File: src/rtl/uart_rx_8n1.sv
// uart_rx_8n1: 8N1 UART receiver with mid-bit 3-sample majority vote, valid/ready output, framing and overrun flags
module uart_rx_8n1 #(
  parameter int CLKS_PER_BIT = 16,
  parameter int DATA_BITS = 8
) (
  input  logic                 clk,
  input  logic                 rst,
  input  logic                 rx_in,
  output logic [DATA_BITS-1:0] rx_data,
  output logic                 rx_valid,
  input  logic                 rx_ready,
  output logic                 frame_err,
  output logic                 overrun,
  output logic                 busy
);
  localparam int MID = CLKS_PER_BIT / 2;
  localparam int CW = $clog2(CLKS_PER_BIT);
  typedef enum logic [2:0] {IDLE, START, DATA, STOP, WAIT_IDLE} state_t;
  state_t state;
  logic s1, s2;
  logic [CW-1:0] cnt;
  logic [2:0] bit_idx;
  logic [1:0] smp;
  logic [DATA_BITS-1:0] shreg;
  logic vote, at_vote, at_end, take;
  assign vote = (smp[0] & smp[1]) | (smp[0] & s2) | (smp[1] & s2);
  assign at_vote = cnt == CW'(MID + 1);
  assign at_end = cnt == CW'(CLKS_PER_BIT - 1);
  assign take = rx_valid && rx_ready;
  assign busy = state != IDLE;
  always_ff @(posedge clk) begin
    if (rst) begin
      s1 <= 1'b1;
      s2 <= 1'b1;
      state <= IDLE;
      cnt <= '0;
      bit_idx <= '0;
      smp <= '0;
      shreg <= '0;
      rx_data <= '0;
      rx_valid <= 1'b0;
      frame_err <= 1'b0;
      overrun <= 1'b0;
    end else begin
      s1 <= rx_in;
      s2 <= s1;
      frame_err <= 1'b0;
      if (take) rx_valid <= 1'b0;
      cnt <= (state == IDLE || state == WAIT_IDLE || at_end) ? '0 : cnt + CW'(1);
      if (cnt == CW'(MID - 1)) smp[0] <= s2;
      if (cnt == CW'(MID)) smp[1] <= s2;
      case (state)
        IDLE: if (!s2) state <= START;
        START: begin
          if (at_vote && vote) state <= IDLE;
          else if (at_end) begin
            state <= DATA;
            bit_idx <= '0;
          end
        end
        DATA: begin
          if (at_vote) shreg[bit_idx] <= vote;
          if (at_end) begin
            if (bit_idx == 3'(DATA_BITS - 1)) state <= STOP;
            else bit_idx <= bit_idx + 3'd1;
          end
        end
        // Decide at the stop vote so the next start edge is never missed
        STOP: begin
          if (at_vote) begin
            if (vote) begin
              state <= IDLE;
              if (!rx_valid || take) begin
                rx_data <= shreg;
                rx_valid <= 1'b1;
              end else overrun <= 1'b1;
            end else begin
              frame_err <= 1'b1;
              state <= WAIT_IDLE;
            end
          end
        end
        WAIT_IDLE: if (s2) state <= IDLE;
        default: state <= IDLE;
      endcase
    end
  end
endmodule

File: config.mk
export PLATFORM = sky130hd
export DESIGN_NAME = uart_rx_8n1
export DESIGN_NICKNAME = d
export VERILOG_FILES = /design/src/rtl/uart_rx_8n1.sv
export SDC_FILE = /design/constraint.sdc
export NUM_CORES = 1
export LEC_CHECK = 0
export BUFFER_PORTS_ARGS = -buffer_cell sky130_fd_sc_hd__clkbuf_2
export CORE_MARGIN = 1
export CORE_UTILIZATION = 51
export CTS_CLUSTER_SIZE = 40
export DETAILED_ROUTE_END_ITERATION = 10
export PLACE_DENSITY = 0.79
export SETUP_SLACK_MARGIN = 0.4
export SLEW_MARGIN = 20
export SYNTH_ARGS = -nofsm -noshare
export SYNTH_HDL_FRONTEND = slang
export SYNTH_SLANG_ARGS = --single-unit
File: constraint.sdc
create_clock -name clk -period 1.8 [get_ports clk]
set_input_delay 0.09 -clock clk [delete_from_list [all_inputs] [get_ports clk]]
set_output_delay 0.09 -clock clk [all_outputs]
set_load 0.1 [all_outputs]
### Word-level counts from Yosys, hierarchy flattened

Cells that the tools add are included.

| operators by class | value |
|---|---|
| $add $sub $neg | 2 |
| $lt $le $gt $ge | 2 |
| equal/unequal tests | 18 |
| multiplexer cells | 23 |
| bitwise logic cells | 8 |
| reductions and logical operators | 17 |

Operators with widths:

| cell | count |
|---|---|
| $mux 3 | 12 |
| $ne 2x2->1 const B | 8 |
| $pmux 3 s5 | 1 |
| $eq 4x4->1 const B | 3 |
| $bwmux 8 | 1 |
| $reduce_and 4->1 | 2 |
| $mux 1 | 7 |
| $eq 3x2->1 const B | 2 |
| $eq 3x3->1 const B | 2 |
| $pmux 3 s2 | 1 |
| $reduce_and 6->1 | 1 |
| $reduce_and 5->1 | 1 |
| $add 4x1->4 const B | 1 |
| $eq 4x3->1 const B | 1 |
| $lt 3x4->1 const B | 1 |
| $add 3x1->3 const B | 1 |
| $and 1x1->1 | 3 |
| $demux 1 s3 | 1 |
| $eq 3x1->1 const B | 1 |
| $ge 3x1->1 const B | 1 |
| $logic_and 1x1->1 | 3 |
| $logic_not 3->1 | 1 |
| $logic_or 1x1->1 | 3 |
| $ne 3x3->1 const B | 1 |
| 8 further kinds | 11 |

| word-level totals | value |
|---|---|
| flip-flop bits (word level) | 33 |
| input bits | 4 |
| output and inout port bits | 12 |
| word-level logic and storage cells | 82 |

### Logic depth before layout (Yosys ltp)

Gate-level depths: netlist of run 1.

| depth | value |
|---|---|
| depth in word-level cells | 6 |
| mapped depth | 8 |

### Least setup slack after synthesis of run 1

Ideal clock, no wire load.

| timing | value |
|---|---|
| path type | register to register |
| from | reg rx_valid |
| to | reg rx_data[2] |
| library setup time | 0.128 ns |
| arrival | 1.667 ns |
| slack | 0.005 ns |
| stages on the path, launching flop included | 6 |
| clock period less this slack | 1.795 ns |
| cells stage by stage | dfxtp_1 > nand2b_1 > nand4b_1 > buf_2 > mux2i_1 > nor2_1 |

| on the way | value |
|---|---|
| word-level cells in the longest chain between the ends | 3 |
| elaborated cells between the ends (all ways) | 4 |
| classes of those cells | reduce/logical: 4 |

Ends and longest elaborated chain:

| element | RTL line | text |
|---|---|---|
| start: declaration | 10 | `output logic rx_valid,` |
| start signal: assignment | 41 | `rx_valid <= 1'b0;` |
| start signal: assignment | 48 | `if (take) rx_valid <= 1'b0;` |
| start signal: assignment | 75 | `rx_valid <= 1'b1;` |
| $logic_not 1->1 or $logic_and 1x1->1 (tied branches) | 73, 29 |  |
| $logic_or 1x1->1 * | 73 | `if (!rx_valid \|\| take) begin` |
| $reduce_and 4->1 (no source line) * | - |  |
| end signal: assignment | 74 | `rx_data <= shreg;` |
| end: declaration | 9 | `output logic [DATA_BITS-1:0] rx_data,` |

Every way passes the cells marked *; elsewhere a longest branch is shown, timed or not.
A chain may end at the register's enable or synchronous reset.

### Worst setup path in the final report of run 1

| timing | value |
|---|---|
| from | reg bit_idx[1] |
| to | reg bit_idx[0] |

| on the way | value |
|---|---|
| word-level cells in the longest chain between the ends | 3 |

Ends and longest elaborated chain:

| element | RTL line | text |
|---|---|---|
| start: declaration | 22 | `logic [2:0] bit_idx;` |
| start signal: assignment | 65 | `else bit_idx <= bit_idx + 3'd1;` |
| $eq 3x3->1 | 64 | `if (bit_idx == 3'(DATA_BITS - 1)) state <= STOP;` |
| $ne 2x2->1 (no source line) | - |  |
| $reduce_and 5->1 (no source line) | - |  |

No other way between the ends.

==> impl_metrics.yaml, run 1 <==
power:
  power_frac_seq_pct: 40.0
  total_power_mw: 2.04
  p_leak_nw: 0.893
  internal-power_mw: 1.44
  switching_power_mw: 0.604
  clock_power_share_pct: 34.0
  ir_drop_v: 0.000938
  switching_share_pct: 29.6
  combPwrFrac_pct: 26.0
  power_density_mw_per_mm2: 1000
worst_hold_path:
  min_to: "rx_valid"
  holdPathStages: 3
  hp-class: "input pin to flip-flop"
  worstHoldStart: "rx_ready"
finish:
  instances_no_fill: 224
  final_area_mm2: 0.00203
  areaGrowthSynthToFinish_pct: 31.5
  final_cell_mix: "nor2_1 (31), dfxtp_1 (24), mux2i_1 (21), clkbuf_2 (14), buf_4 (13)"
  drive_above_1_share_pct: 37.8
  layout_commonest_cell: "nor2_1"
  nets: 201
  fill_cells: 191
  antennaDiodeCount: 0
  final_util_pct: 72.5
route:
  drc: 3
  drtIter0Drc: 53
  routed-via-count: 1290
  firstDrtPassIters: 7
  wl_per_cell_um: 16.2
  postRouteWirelength_um: 3620
  viasPerCell: 5.76
  antenna_left: 0
place:
  dpl.hpwl_um: 2160
  dpl_cell_area_mm2: 0.00174
  place_congestion: 0.795
  place_ws_ns: 0.0147
  dp_cells: 206
  portBuffers: 15
grt:
  grt_pass1_wl_um: 6050
  antenna_found_initial: 0
  grt_overflow: 0
  grt_max_degree: 20
  grt_pass1_vias: 1270
  track_usage_pct: 24.9
clocking:
  path_clk_slew_ns: 0.11
  cts_tree: "done"
  insertion_delay_ns: 0.34
  cts_made_buffers: 5
  clock_path_buffers: 2
  clkSinkCount: 33
  root_buffer: "clkbuf_4"
  cts-htree-levels: 2
logic_synthesis:
  yosys_warnings: 0
  synth_edf_count: 0
  yosysSeqAreaShare_pct: 42.7
  synth_area_mm2: 0.00155
  async_flop_share_pct: 0
  synth_seq_cells: 33
  synth_area_per_cell_um2: 9.61
  synth_ff_type: "dfxtp_1"
  syn_nets: 170
  ys_types: 39
  syn_inst: 161
die:
  pin_count: 16
  core-area_mm2: 0.00281
  initial_core_util_pct: 55.1
  die-area_mm2: 0.00326
  dieHeight_um: 57.1
  rows: 19
  fp.dieW_um: 57.1
run_status:
  violations: "design-rule violations"
  run_status: "finished with violations"
setup_path:
  end_kind: "flip-flop"
  critPathLaunchType: "flip-flop"
  worstSetupPathType: "flip-flop to flip-flop"
  worst_ep_required_time_ns: 2.05
  crit_path_max_fanout: 3
  reg2reg_slack_ns: 0.03
  r2r_end: "bit_idx[0]"
  crit_chain: "ha_4 -> ha_4 -> or3b_4 -> a211oi_4 -> mux2i_1 -> nor2_1"
  crit_path_max_incr_delay_ns: 0.38
  arrival_ns: 2.01
  r2r-start: "bit_idx[1]"
  worstRegToRegCells: 6
  slowest_stage: "or3b_4"
  crit_top_cell: "ha_4"
timing:
  worst_pin_slew_ns: 0.546
  timing_hold_violations_final: 0
  fin_skew_ns: 0.00829
  hold_ws_ns: 0.0850
  setup_viol_count_final: 0
  tns_ns: 0
  post-route-period-util_pct: 98.2
  maxSlewHeadroom_pct: 63.5
  rsz0062_at_grt: "yes"
  fmax_mhz: 566
  setup_ws_ns: 0.0326
  min_period_ns: 1.77
  drv_slew: 0
job:
  drv_cap: 0
-- cell usage after synthesis, types with 2 or more instances --
library cell  instances  share of area (%)
nor2_1               32                7.8
and2_1                4                1.6
nand3b_1              4                1.9
nor3_1                3               0.97
mux2i_1              21                 14
dfxtp_1              33                 43
ha_1                  5                4.0
or3_1                 3                1.2
nand2b_1              3                1.2
nand4b_1              3                1.7
nand4_1               4                1.6
nor4b_2               2                1.9
buf_2                 3               0.97
clkbuf_1              5                1.2
a21oi_1               3               0.97
xnor2_1               2                1.1
or2_2                 2               0.81
nand2_1               2               0.49
nand3_1               2               0.65
nor2b_1               3                1.2
inv_1                 4               0.97
-- sequential cells by signal, summed over array words and instances, names as in the netlist --
| name | flops |
|---|---|
| rx_valid | 1 |
| state | 3 |
| frame_err | 1 |
| shreg | 8 |
| cnt | 4 |
| s1 | 1 |
| overrun | 1 |
| bit_idx | 3 |
| rx_data | 8 |
| smp | 2 |
| s2 | 1 |
-- worst max path at each step --
stage | cells after the start | end | slack [ns] | startpoint
6_report | 6 | bit_idx[0] | 0.03 | bit_idx[1]
5_1_grt | 6 | bit_idx[0] | -0.06 | bit_idx[1]
4_1_cts | 6 | bit_idx[0] | -0.007 | bit_idx[1]
3_5_place_dp | 6 | bit_idx[0] | 0.01 | bit_idx[1]
3_3_place_gp | 6 | bit_idx[1] | 0.09 | bit_idx[1]
2_1_floorplan | 7 | state[0] | 0.11 | cnt[1]
-- logic make-up (layout without fill, tap and decap cells) --
group	count (synthesis)	count (layout)	synth area share, %
fa+ha+maj	6	6	4.77
simple gates	74	74	27.3
flops	33	33	42.7
compound gates	9	9	4.77
mux	22	22	14.3
xor+xnor	3	3	1.70
buf+inv	14	46	4.37
-- what timing repair did --
item | in CTS | in global routing
hold buffers | 1 | 0
setup buffers | 8 | 1
pin swaps | 7 | 5
gates cloned | 0 | 0
hold endpoints to repair | 1 | 0
endpoints found under the setup margin | 24 | 27
resized for setup | 21 | 8
-- layer usage --
metal	GRT usage (%)	routed length (um)	part of all wire [%]
met5	0	0	0
met3	5.44	105	2.9
met2	40.8	1830	51
met4	15.7	114	3.2
met1	29.8	1570	43
-- power by group through the flow --
stage          Sequential (mW)  Combinational, mW  Clock, mW
2_1_floorplan            0.800              0.358          0
3_3_place_gp             0.823              0.402          0
3_5_place_dp             0.828              0.411          0
4_1_cts                  0.815              0.491      0.697
5_1_grt                  0.824              0.571      0.721
6_report                 0.816              0.530      0.693
-- critical path, delay by kind of cell, from the launching register on --
kind                     cells  cell delay [ns]
AND/OR/NAND/NOR              2             0.44
flip-flops                   1             0.36
adder cells (fa/ha/maj)      2             0.30
AO/OA/AOI/OAI                1             0.30
multiplexers                 1             0.26
-- cell type report --
class	count	area, um^2	share of cell area (%)
clock inverter	3	65.1	3.20
sequential	33	679	33.4
timing repair buffer	34	263	12.9
clock buffer	5	37.5	1.85
multi-input combinational	114	935	46.0
tap	31	38.8	1.91
inverter	4	15.0	0.738
No activity file was read; power rests on OpenSTA's default activity.
==> run 2: changes to the inputs <==
Clock period 1.8 ns to 1.6 ns, I/O delays scaled along.
==> impl_metrics.yaml, run 2 (same netlist as run 1, synthesis figures left out) <==
run_status:
  run_status: "finished with violations"
  violations: "design-rule violations, negative setup slack"
route:
  firstDrtPassIters: 7
  routed-via-count: 1433
  drtIter0Drc: 54
  viasPerCell: 5.90
  antenna_left: 0
  topRoutingLayerUsed: "met4"
  dr_wl_met3_um: 164
  wl_met1_um: 1790
  postRouteWirelength_um: 4410
  route.met2.wl_um: 2370
  wl_per_cell_um: 18.2
  drc: 2
power:
  ir_drop_v: 0.000865
  total_power_mw: 2.44
  power_density_mw_per_mm2: 1060
  p_leak_nw: 1.01
place:
  portBuffers: 15
  place_ws_ns: -0.171
  dpl.hpwl_um: 2340
  dp_cells: 219
  place_congestion: 0.794
worst_hold_path:
  hp-class: "input pin to flip-flop"
grt:
  grt_pass1_vias: 1414
  grt_max_degree: 18
  track_usage_pct: 26.0
  grt_overflow: 0
  antenna_found_initial: 0
  grt_pass1_wl_um: 6400
timing:
  fmax_mhz: 572
  post-route-period-util_pct: 109
  timing_hold_violations_final: 0
  min_period_ns: 1.75
  rsz0062_at_grt: "yes"
  setup_ws_ns: -0.150
  setup_viol_count_final: 16
  maxSlewHeadroom_pct: 67.9
  fin_skew_ns: 0.00550
  worst_pin_slew_ns: 0.484
  drv_slew: 0
setup_path:
  arrival_ns: 1.98
  crit_path_max_fanout: 4
  slowest_stage: "dfxtp_4"
  worstSetupPathType: "flip-flop to flip-flop"
  critPathLaunchType: "flip-flop"
  crit_path_max_incr_delay_ns: 0.39
  end_kind: "flip-flop"
  worst_ep_required_time_ns: 1.83
  crit_chain: "inv_4 -> ha_4 -> and3b_2 -> buf_6 -> o22ai_1 -> nand3b_1 -> mux2_4"
finish:
  reg_top3: "rx_data x8, shreg x8, cnt x4"
  drive_above_1_share_pct: 46.7
  fill_cells: 137
  instances_no_fill: 243
  final_cell_mix: "nor2_1 (27), dfxtp_1 (23), mux2i_1 (21), buf_4 (21), clkbuf_4 (15)"
  layout.area.seq_um2: 681
  final_util_pct: 82.2
  areaGrowthSynthToFinish_pct: 49.2
  nets: 220
  antennaDiodeCount: 0
  layout_commonest_cell: "nor2_1"
  multi_input_area_um2: 983
clocking:
  cts_tree: "done"
  root_buffer: "clkbuf_4"
  cts-htree-levels: 2
  path_clk_slew_ns: 0.11
  insertion_delay_ns: 0.33
  clock_path_buffers: 2
  cts_made_buffers: 5
  clkSinkCount: 33
job:
  drv_cap: 0
die:
  pin_count: 16
  fp.dieW_um: 57.1
  dieHeight_um: 57.1
  initial_core_util_pct: 55.1
  core-area_mm2: 0.00281
  rows: 19
  die-area_mm2: 0.00326
run 2: cell count changes in the layout (fill, tap and decap cells not counted), sizes merged:
cell    previous run  this run
bufinv             2         1
buf               18        38
run 2: layout make-up:
class	instances	share of cell area [%]
multi-input combinational	114	42.6
sequential	33	29.5
timing repair buffer	53	21.2
clock buffer	6	2.71
tap	31	1.68
clock inverter	2	1.52
inverter	4	0.759
run 2: worst paths after layout:
check | start | to | slack (ns) | cells past startpoint
min reg2reg | s1 | s2 | 0.45 | 1
max reg2reg | cnt[1] | state[0] | -0.15 | 7
min | rx_ready | rx_valid | 0.11 | 3
max | cnt[1] | state[0] | -0.15 | 7
run 2: power by group:
group | switching [mW] | internal (mW) | total [mW]
combinational | 0.413 | 0.406 | 0.819
clock | 0.296 | 0.421 | 0.717
sequential | 0.0500 | 0.859 | 0.909
total | 0.759 | 1.69 | 2.44
run 2: what timing repair did:
| action | in CTS | in global routing |
|---|---|---|
| hold buffers | 1 | 0 |
| setup endpoints to repair | 40 | 32 |
| gates resized for setup | 40 | 19 |
| pin swaps | 11 | 17 |
| endpoints found under the hold margin | 1 | 0 |
| gates cloned | 0 | 0 |
| buffers inserted | 9 | 6 |
run 2: metrics by stage:
stage | setup TNS, ns | hold WS, ns | area, um^2
after global routing | -2.41 | 0.103 | 2310
after floorplan | -0.323 | 0.184 | 1630
after global placement | -0.331 | 0.269 | 1870
after detailed placement | -0.585 | 0.277 | 1870
final | -1.53 | 0.114 | 2310
after CTS | -0.595 | 0.0592 | 2200
run 2: metal layers:
layer / vias to the layer above / GRT usage (%)
met1: 714 / 30.8
met2: 49 / 44.2
met3: 10 / 7.48
met5: - / 0
li1: 660 / -
met4: 0 / 10.8
run 2: critical path: cells and delay by family, from the launching register on:
kind                       cells  cell delay (ns)
AOI/OAI and AO/OA              1             0.23
adders and majority gates      1             0.15
muxes                          1             0.31
DFF                            1             0.39
buffers and inverters          2             0.18
and+or+nand+nor                2             0.39
